--- config.mk ---
export PLATFORM = sky130hd
export DESIGN_NAME = lru_replacement_ctrl
export DESIGN_NICKNAME = d
export VERILOG_FILES = /design/src/rtl/lru_pkg.sv /design/src/rtl/lru4_age_update.sv /design/src/rtl/lru_replacement_ctrl.sv
export SDC_FILE = /design/constraint.sdc
export NUM_CORES = 1
export LEC_CHECK = 0
export CORE_UTILIZATION = 40
export DETAILED_ROUTE_END_ITERATION = 16
export PLACE_DENSITY_LB_ADDON = 0.12
export SLEW_MARGIN = 15
export SYNTH_ARGS = -nofsm -noshare
export SYNTH_HDL_FRONTEND = slang
export SYNTH_HIERARCHICAL = 1
export SYNTH_SLANG_ARGS = --single-unit
--- constraint.sdc ---
create_clock -name clk -period 10.9 [get_ports clk]
set_input_delay 2.18 -clock clk [delete_from_list [all_inputs] [get_ports clk]]
set_output_delay 2.18 -clock clk [all_outputs]
set_load 0.02 [all_outputs]
--- src/rtl/lru_pkg.sv ---
// Shared types and helpers for the 4-way true-LRU replacement controller.
package lru_pkg;

  localparam int WAYS = 4;

  typedef logic [1:0] age_t;
  typedef logic [1:0] way_t;
  typedef age_t [WAYS-1:0] set_age_t;

  typedef enum logic [1:0] {
    IDLE   = 2'd0,
    CHOOSE = 2'd1,
    COMMIT = 2'd2
  } alloc_state_t;

  typedef enum logic {
    OP_TOUCH = 1'b0,
    OP_INVAL = 1'b1
  } age_op_t;

  // Way holding age 3 (the least recently used way of the set).
  function automatic way_t lru_of(set_age_t ages);
    way_t v;
    v = '0;
    for (int i = 0; i < WAYS; i++) begin
      if (ages[i] == 2'd3) v = way_t'(i);
    end
    return v;
  endfunction

  // Lowest-index invalid way wins; with all ways valid, fall back to the LRU way.
  function automatic way_t victim_of(set_age_t ages, logic [3:0] vmask);
    way_t v;
    v = lru_of(ages);
    for (int i = WAYS - 1; i >= 0; i--) begin
      if (!vmask[i]) v = way_t'(i);
    end
    return v;
  endfunction

endpackage

--- src/rtl/lru4_age_update.sv ---
// Combinational next-age computation for one set: touch (make MRU) or invalidate (make LRU).
module lru4_age_update
  import lru_pkg::*;
(
  input  set_age_t ages_in,
  input  way_t     way,
  input  age_op_t  op,
  output set_age_t ages_out
);

  age_t ref_age;

  // Shift the ages around the reference way so the set stays a permutation of 0..3.
  always_comb begin
    ref_age  = ages_in[way];
    ages_out = ages_in;
    for (int i = 0; i < WAYS; i++) begin
      if (op == OP_TOUCH) begin
        if (way_t'(i) == way)         ages_out[i] = 2'd0;
        else if (ages_in[i] < ref_age) ages_out[i] = ages_in[i] + 2'd1;
      end else begin
        if (way_t'(i) == way)         ages_out[i] = 2'd3;
        else if (ages_in[i] > ref_age) ages_out[i] = ages_in[i] - 2'd1;
      end
    end
  end

endmodule

--- src/rtl/lru_replacement_ctrl.sv ---
// Per-set 4-way true-LRU replacement controller: owns the age array, arbitrates the single
// age write port between invalidate, hit-touch and allocation commit, and picks victims.
//
// Handshakes: a hit is transferred in a cycle where hit_valid && hit_ready; while hit_ready
// is low the requester holds hit_set/hit_way stable. An allocation is accepted in a cycle
// where alloc_req && alloc_ready; alloc_set/alloc_vmask are sampled only then. Invalidates
// have no ready and are always taken.
module lru_replacement_ctrl
  import lru_pkg::*;
#(
  parameter int NUM_SETS = 16,
  parameter int SET_W    = $clog2(NUM_SETS)
) (
  input  logic             clk,
  input  logic             rst_n,
  input  logic             inv_valid,
  input  logic [SET_W-1:0] inv_set,
  input  logic [1:0]       inv_way,
  input  logic             hit_valid,
  input  logic [SET_W-1:0] hit_set,
  input  logic [1:0]       hit_way,
  output logic             hit_ready,
  input  logic             alloc_req,
  input  logic [SET_W-1:0] alloc_set,
  input  logic [3:0]       alloc_vmask,
  output logic             alloc_ready,
  output logic             alloc_done,
  output logic [1:0]       alloc_way,
  input  logic [SET_W-1:0] peek_set,
  output logic [1:0]       peek_lru,
  output alloc_state_t     alloc_state
);

  set_age_t         ages [NUM_SETS];
  alloc_state_t     state_q, state_d;
  logic [SET_W-1:0] set_q;
  logic [3:0]       vmask_q;
  way_t             victim_q;

  logic             hit_fire;
  logic             ext_wr;
  logic [SET_W-1:0] ext_set;
  logic             ext_same;
  logic             wr_en;
  logic [SET_W-1:0] wr_set;
  way_t             wr_way;
  age_op_t          wr_op;
  set_age_t         wr_next;

  assign hit_ready   = !inv_valid;
  assign hit_fire    = hit_valid && hit_ready;
  assign ext_wr      = inv_valid || hit_fire;
  assign ext_set     = inv_valid ? inv_set : hit_set;
  assign ext_same    = ext_wr && (ext_set == set_q);
  assign alloc_ready = (state_q == IDLE);
  assign alloc_way   = alloc_done ? victim_q : 2'd0;
  assign peek_lru    = lru_of(ages[peek_set]);
  assign alloc_state = state_q;

  // Write-port arbitration: invalidate beats hit, hit beats the allocation commit.
  always_comb begin
    wr_en  = 1'b0;
    wr_set = inv_set;
    wr_way = inv_way;
    wr_op  = OP_INVAL;
    if (inv_valid) begin
      wr_en = 1'b1;
    end else if (hit_valid) begin
      wr_en  = 1'b1;
      wr_set = hit_set;
      wr_way = hit_way;
      wr_op  = OP_TOUCH;
    end else if (state_q == COMMIT) begin
      wr_en  = 1'b1;
      wr_set = set_q;
      wr_way = victim_q;
      wr_op  = OP_TOUCH;
    end
  end

  lru4_age_update u_age_update (
    .ages_in  (ages[wr_set]),
    .way      (wr_way),
    .op       (wr_op),
    .ages_out (wr_next)
  );

  // Age array: identity order on reset, one set rewritten per cycle.
  always_ff @(posedge clk or negedge rst_n) begin
    if (!rst_n) begin
      for (int s = 0; s < NUM_SETS; s++) begin
        for (int w = 0; w < WAYS; w++) begin
          ages[s][w] <= age_t'(w);
        end
      end
    end else if (wr_en) begin
      ages[wr_set] <= wr_next;
    end
  end

  // Allocation FSM next state; a same-set external write forces the victim to be re-chosen.
  always_comb begin
    state_d    = state_q;
    alloc_done = 1'b0;
    case (state_q)
      IDLE:   if (alloc_req) state_d = CHOOSE;
      CHOOSE: if (!ext_same) state_d = COMMIT;
      COMMIT: begin
        if (!ext_wr) begin
          alloc_done = 1'b1;
          state_d    = IDLE;
        end else if (ext_same) begin
          state_d = CHOOSE;
        end
      end
      default: state_d = IDLE;
    endcase
  end

  // Allocation FSM registers: request capture in IDLE, victim capture in CHOOSE.
  always_ff @(posedge clk or negedge rst_n) begin
    if (!rst_n) begin
      state_q  <= IDLE;
      set_q    <= '0;
      vmask_q  <= '0;
      victim_q <= '0;
    end else begin
      state_q <= state_d;
      if (state_q == IDLE && alloc_req) begin
        set_q   <= alloc_set;
        vmask_q <= alloc_vmask;
      end
      if (state_q == CHOOSE) begin
        victim_q <= victim_of(ages[set_q], vmask_q);
      end
    end
  end

endmodule

# Yosys cells after proc, flatten, opt, wreduce, memory -nomap -nowiden
# Index checks and enable logic that the tools add are counted.
[totals]
reg_bits = 140
latchBits = 0
ramBits = 0
rom_bits = 0
in_bits = 29
out_inout_bits = 9
memories = 0
[op_classes]
n_addsub = 8
mul = 0
div_mod_pow = 0
magnitude_cmp = 13
n_eq_ne = 15
n_shift = 0
muxes = 65
bitwise = 3
n_reduce_logical = 9
[ops]
columns = ["operator", "n"]
rows = [
  ["128-bit bitwise mux", 1],
  ["8-bit binary-select mux with 4-bit select", 3],
  ["2-bit 2-to-1 mux", 37],
  ["8-bit 2-to-1 mux", 7],
  ["8-bit demux with 4-bit select", 1],
  ["4-bit 2-to-1 mux", 4],
  ["5-bit greater-or-equal comparator, second input constant", 3],
  ["4-bit NOT with 5-bit output", 3],
  ["2-bit == test, second input constant", 7],
  ["1-bit 2-to-1 mux", 10],
  ["2-bit by 1-bit adder with 2-bit output, second input constant", 4],
  ["2-bit > comparator", 4],
  ["2-bit < comparator", 4],
  ["2-bit by 1-bit subtractor with 2-bit output, second input constant", 4],
  ["2-bit case mux with 3 select lines", 1],
  ["5-bit by 1-bit < comparator with 1-bit output, second input constant", 1],
  ["2-bit binary-select mux with 2-bit select", 1],
  ["2-bit == test, first input constant", 2],
  ["4-bit == test", 1],
  ["1-bit logical AND", 4],
  ["2-bit logical NOT", 2],
  ["2-bit inequality test, second input constant", 2],
  ["2-bit by 3-bit < comparator with 1-bit output, second input constant", 1],
  ["3-bit inequality test, second input constant", 1],
  ["5 further kinds", 5],
]

# Logic depth before layout (Yosys ltp)
# Gate-level depths: netlist of run 1.
[logic_depth]
depth_word = 15
ltp_mapped = 18
mapped_depth_nobuf = 14

# Cells and area by module
# The synthesis of run 1 kept the hierarchy.
[by_module_without_submodules]
columns = ["mod", "instances", "cells_each", "area_per_inst_um2", "seq_area_each_um2"]
rows = [
  ["lru_replacement_ctrl", 1, 599, 7812.5, 3583.4],
  ["lru4_age_update", 1, 94, 680.7, 0.0],
]

# Worst setup path before layout of run 1
# No wires, ideal clock.
[synth_timing]
kind = "in2reg"
start = "input port inv_valid"
end = "register ages[91] (netlist name)"
setup_ns = 0.128
arrival_time_ns = 6.310
slack_ns = 4.462
cell_stages = 17
path_buffers = 3
cell_sequence = "and4bb_1 > a21oi_1 > o21ai_1 > buf_4 > buf_2 > mux4_2 > a22oi_1 > nand2_1 > mux4_2 > inv_1 > ha_1 > nor2b_4 > or2_4 > a221o_1 > a211o_1 > clkbuf_1 > mux2_1"
[synth_rtl]
columns = ["item", "line", "rtl"]
rows = [
  ["start: declaration", "lru_replacement_ctrl.sv:16", "input logic inv_valid,"],
  ["end signal: indexed assignment", "lru_replacement_ctrl.sv:93", "ages[s][w] <= age_t'(w);"],
  ["end signal: indexed assignment", "lru_replacement_ctrl.sv:97", "ages[wr_set] <= wr_next;"],
  ["end: declaration", "lru_replacement_ctrl.sv:34", "set_age_t ages [NUM_SETS];"],
]

==> summary.md, run 1 <==
| Metric | Value |
|---|---|
| Die height | 148 µm |
| Part of the cycle the worst path needs | 70.4% |
| WL final | 23900 µm |
| Via count | 6174 |
| CTS Buf Count | 17 |
| Worst stage delay on the critical path | 940 ps |
| Starting DRT DRC Count | just under 500 |
| Total power draw | between 3 and 4 mW |
| Area grow syn2layout | 14.4% |
| Top-area cell type share of the netlist area | roughly 22% |
| # port buffers | 37 |
| Dominant cell type by area after synthesis | dfrtp_1 |
| Final setup violation count | 0 |
| Critical path cell sequence | clkdlybuf4s50_1 -> nand2b_1 -> o22ai_1 -> a31o_2 -> buf_4 -> mux4_2 -> a22oi_1 -> nand2_1 -> mux4_2 -> inv_1 -> ha_1 -> nor2b_1 -> o21ai_0 -> a221oi_1 -> o211ai_1 -> mux2_2 |
| RSZ-0062 raised after global routing | no |
| Die Area | approximately 22000 µm² |
| R2R Setup Slk | about 5000 ps |
| DRT Pass-1 Iters | 5 |
| Routability cong. | 0.850 |
| Num rows | 52 |
| Largest net degree at the start of global routing | 82 |
| Number of flops mapped to enable cells by yosys | 0 |
| Post-route ant nets | 0 |
| Leak Pwr | ~3.8 nW |
| Post-synthesis sequential area ratio | between 40 and 50% |
| Minimum clock period | 7670 ps |
| CTS Sinks | 140 |
| CTS tree | yes |
| CP Data Required Time | between 10000 and 15000 ps |
| Chip Width | 148 µm |
| DP HPWL | ~16000 µm |
| # resized after CTS | 0 |
| Max frequency | ~0.13 GHz |
| Yosys Warn Count | 6 |
| Worst Tran Pin Value | roughly 1200 ps |
| CP max-delay cell | o211ai_1 |
| WS Path Type | in2reg |
| Cell repeated most along the worst path | mux4_2 |
| Mapped Area | ~8500 µm² |
| Slew margin rel. | 20.3% |
| Mean Syn Cell Area | 12.3 µm² |
| Vias per inst | about 6.2 |
| Max-slew violations | 0 |
| Status | finished, final reports clean |
| CP delay by family, top | compound AO/OA/AOI/OAI gates |
| Crit start category | primary input |
| Hold Path Class | reg2reg |
| Global route overflow | 0 |
| Setup_tns | 0 ps |
| Top FF cell, synth | dfrtp_1 |
| Ys async rst share | between 90% and 100% |
| Number of buffers on the longest clock path | 2 |
| CP max FO | 39 |
| ANT cells | 0 |
| Fill cells | about 1800 |
| WL/cell | between 20 and 25 µm |
| WL met1 | 10400 µm |
| Number of max-cap violations | 0 |
| First-pass GRT wire length | 37700 µm |
| Layout Nets | around 750 |
| Hold violation total from the final report | 0 |
| Util after Layout | a little under half |
| Yosys reg bits | 140 |
| Initial core utilization | 41.4% |
| Worst Skew | 9.05 ps |
| Post-CTS Setup Bufs | 0 |
| CTS Hold Buffers Added | 0 |
| Area contributors post-synth | dfrtp_1, dfstp_2, mux2_2 |
| Vias in the first global route | 6179 |
| CP Data Arrival Time | 8040 ps |
| Mapped Nets | 730 |
| H-tree Lvls | 4 |
| Pwr/cell area | roughly 340 nW/µm² |
| Buf/Inv on CP | 3 |
| I/O pin cnt | 38 |
| Layout cells sized above 1 | 43.3% |
| Metal2 WL | 11200 µm |
| GRT Total Usage | 23.4% |
| Commonest non-fill, non-tap cell in the layout | mux2_2 |
| Reg clk slew, reported paths | around 60 ps |
| Drt drc | 0 |
| Clock latency on the worst-skew pair | 430 ps |
| Most frequent cells in the layout | mux2_2, dfrtp_1, nand2_1 |
| Top sig layer | met4 |
| Met3 wire length | between 1500 and 2000 µm |
| Root Buffer | clkbuf_16 |
| Synth cell types | 64 |
| VDD IR-drop max | 0.141 mV |
| Area of the core | 20500 µm² |
| Mapped Cells | 693 |
| CP Capture Type | flip-flop |
| Antenna violations before repair | 0 |
-- where the power goes --
| group | total [mW] | internal (mW) | switching (mW) |
|---|---|---|---|
| logic | 1.55 | 0.713 | 0.841 |
| registers | 1.08 | 0.855 | 0.222 |
| clock network | 0.634 | 0.392 | 0.242 |
| total | 3.26 | 1.96 | 1.30 |
-- synth_stat cells, drive strengths merged, types with 17 or more instances --
| master | count |
|---|---|
| a22oi | 18 |
| dfrtp | 76 |
| nand3 | 36 |
| mux4 | 47 |
| o211ai | 19 |
| o21ai | 37 |
| dfstp | 64 |
| mux2 | 134 |
| buf | 25 |
| nor2 | 19 |
| nor3 | 17 |
| nand2 | 76 |
-- state kept, by name, summed over array words and instances (netlist names) --
| name | cells |
|---|---|
| vmask_q | 4 |
| alloc_state | 2 |
| victim_q | 2 |
| ages | 128 |
| set_q | 4 |
-- stage by stage --
step                      hold WS [ps]  worst slack (ps)  area (µm²)  instances
after CTS                          497              3330        9720       1000
after floorplan                    452              4460        8490        693
final                              494              3230        9720       1000
after global placement             465              3020        9090        968
after global routing               517              2950        9720       1000
after detailed placement           482              2870        9090        968
-- cells by family (layout without fill, tap and decap cells) --
family / Yosys count / after routing / share of synthesized area (%)
xor gates and xnor gates: 5 / 5 / 0.516
and+or+nand+nor: 189 / 189 / 12.3
DFF: 140 / 140 / 42.2
muxes: 193 / 193 / 32.1
buffers and inverters: 52 / 89 / 2.73
AOI/OAI and AO/OA: 106 / 106 / 8.99
adders and majority gates: 8 / 8 / 1.18
-- routing by layer --
| metal | up-vias | track usage [%] |
|---|---|---|
| li1 | 2688 | - |
| met1 | 3186 | 31.0 |
| met2 | 257 | 36.9 |
| met3 | 43 | 5.56 |
| met4 | 0 | 9.43 |
| met5 | - | 0 |
-- worst paths after layout --
kind / cells past startpoint / start / endpoint
worst min register to register: 1 / ages[88] / ages[88]
min in group asynchronous: 1 / rst_n / ages[17]
max in group asynchronous: 2 / rst_n / ages[41]
worst min-delay path: 1 / ages[88] / ages[88]
worst max register to register: 16 / set_q[0] / ages[23]
worst max-delay path: 16 / hit_valid / ages[23]
-- final cells by class --
class / instances / area [µm²] / area share (%)
clock buffers: 20 / 447 / 4.60
clock inverters: 12 / 185 / 1.91
inverters: 12 / 45.0 / 0.463
multi-input cells: 501 / 4690 / 48.2
flip-flops and latches: 140 / 3580 / 36.9
well taps: 270 / 338 / 3.48
repair buffers: 45 / 432 / 4.44
Note: power is estimated with default switching activity, not from simulation.
==> run 2: changes to the inputs <==
Clock period 10.9 ns to 6.2 ns, I/O delays scaled along.
==> run 2 against run 1 <==
Against the previous run:
- design area is 2.5% higher
- wire length is 0.29% higher
- die area stayed put
- worst setup slack worse by 2800 ps
- register-to-register slack worse by 3900 ps
- clock skew hardly changed
- global-route usage is 0.057 points lower
- sequential share of layout area is 0.91 points lower
- via count is 0.39% lower
- cell count is 2.6% higher
- non-clock buffer count is 26 higher
==> summary.md, run 2 (synthesis gave the netlist of run 1 again) <==
| Metric | Value |
|---|---|
| Hold Crit Start | ages[96] |
| H-tree Lvls | 4 |
| R2R Path Start | alloc_state[0] |
| Layout Nets | 780 |
| DP HPWL | about 17000 µm |
| Most frequent cells in the layout | mux2_2, dfrtp_1, nand2_1 |
| Status | finished, final reports clean |
| Pwr/cell area | 605 nW/µm² |
| Antenna violations before repair | 0 |
| RSZ-0062 raised after global routing | no |
| Chip Width | 148 µm |
| VDD IR-drop max | 0.257 mV |
| Slew margin rel. | 39.4% |
| CTS Buf Count | 17 |
| Minimum clock period | roughly 5800 ps |
| Total power draw | a little over 6 mW |
| Final worst slack | 448 ps |
| Worst Skew | about 9.4 ps |
| Initial core utilization | 41.4% |
| Placed Cells | a little under 1000 |
| Hold Crit Endpoint | ages[96] |
| Worst Tran Pin Value | 903 ps |
| # resized after CTS | 0 |
| Hold violation total from the final report | 0 |
| Area of the core | 20500 µm² |
| Seq. cell area | 3580 µm² |
| I/O pin cnt | 38 |
| ANT cells | 0 |
| Leak Pwr | 3.92 nW |
| # port buffers | 37 |
| Reg-to-Reg End | ages[91] |
| Num rows | 52 |
| Via count | 6150 |
| Die height | 148 µm |
| CTS tree | yes |
| Final setup violation count | 0 |
| DRT Pass-1 Iters | 5 |
| Part of the cycle the worst path needs | 92.8% |
| Cell count of the worst reg-to-reg path | 15 |
| First-pass GRT wire length | 37800 µm |
| Vias in the first global route | 6217 |
| Area grow syn2layout | 17.3% |
| CP max FO | 21 |
| Crit start category | primary input |
| Most flop-heavy register | ages |
| Fill cells | roughly 1800 |
| Root Buffer | clkbuf_16 |
| Hold Path Class | reg2reg |
| Starting DRT DRC Count | 446 |
| Layout cells sized above 1 | 45.4% |
| Reg clk slew, reported paths | 60 ps |
| Global route overflow | 0 |
| CP Data Arrival Time | a little over 6000 ps |
| WS Path Type | in2reg |
| Number of buffers on the longest clock path | 2 |
| WL/cell | 23.4 µm |
| Worst Hold Depth | 1 |
| CTS Sinks | between 100 and 150 |
| GRT Total Usage | 23.3% |
| Setup_tns | 0 ps |
| Post-CTS Setup Bufs | 0 |
| Post-place setup slack | roughly 90 ps |
| Routability cong. | approximately 0.9 |
| R2R Setup Slk | 1240 ps |
| Finished Layout Cells | 1026 |
| Clock latency on the worst-skew pair | 420 ps |
| WL final | 24000 µm |
| Commonest non-fill, non-tap cell in the layout | mux2_2 |
| Number of max-cap violations | 0 |
| Post-route ant nets | 0 |
| Max-slew violations | 0 |
| Max frequency | 0.174 GHz |
| Die Area | 21800 µm² |
| Vias per inst | 5.99 |
| Largest net degree at the start of global routing | 88 |
| Max reg flops | approximately 130 |
| Top Registers | ages (128), set_q (4), vmask_q (4) |
| Multi-input gate area | approximately 4700 µm² |
| CTS Hold Buffers Added | 0 |
| CP Data Required Time | 6500 ps |
| CP Capture Type | flip-flop |
| Drt drc | 0 |
==> run 2: cell count changes in the layout (fill, tap and decap cells not counted), sizes merged <==
cell | previous run | this run
buf | 9 | 35
clkbuf | 20 | 19
clkinv | 4 | 6
inv | 15 | 14
==> run 2: worst max-delay path: stages <==
cell and delay, ps:
clkdlybuf4s50_1 440, and4bb_1 270, a21oi_1 70, o21ai_4 220, buf_12 240, mux4_2 520, a22oi_1 300, nand2_1 170
mux4_2 490, inv_1 140, ha_1 280, nor2b_4 140, or2_4 250, a221o_1 330, a211o_1 530, mux2_1 400
==> run 2: cell type report <==
cell class              instances  share of cell area (%)
inverters                      12                   0.452
flip-flops and latches        140                    36.0
clock inverters                13                    1.91
multi-input cells             501                    47.1
repair buffers                 71                    6.79
clock buffers                  19                    4.44
well taps                     270                    3.39
==> run 2: worst max path at each step <==
stage / startpoint / endpoint / slack [ps] / cells past startpoint
5_1_grt: inv_valid / ages[91] / 230 / 16
6_report: inv_valid / ages[91] / 450 / 16
3_5_place_dp: inv_valid / ages[91] / 90 / 16
2_1_floorplan: inv_valid / ages[91] / 700 / 17
4_1_cts: inv_valid / ages[91] / 500 / 16
3_3_place_gp: inv_valid / ages[91] / 100 / 16
==> run 2: per-stage QoR <==
stage          hold slack, ps  instance area, µm²  utilization [%]
2_1_floorplan             452                8490                -
3_3_place_gp              473                9330             45.5
3_5_place_dp              476                9330             45.5
4_1_cts                   489                9970             48.6
5_1_grt                   510                9970             48.6
6_report                  483                9970             48.6
==> run 2: routing by layer <==
metal	vias up	wire (µm)	track usage, %
met5	-	0	0
met4	0	512	7.63
met3	26	1730	5.43
met2	234	11300	36.5
met1	3150	10500	32.0
li1	2740	-	-
==> run 2: power by group <==
part | internal (mW) | switching [mW]
Combinational | 1.44 | 1.61
Sequential | 1.50 | 0.398
Clock | 0.687 | 0.397
==> run 3: changes to the inputs <==
Settings changed: CAP_MARGIN set to 5.
==> results of run 3 <==
Same layout as run 2: the final DEF is identical, and so are final timing and power.
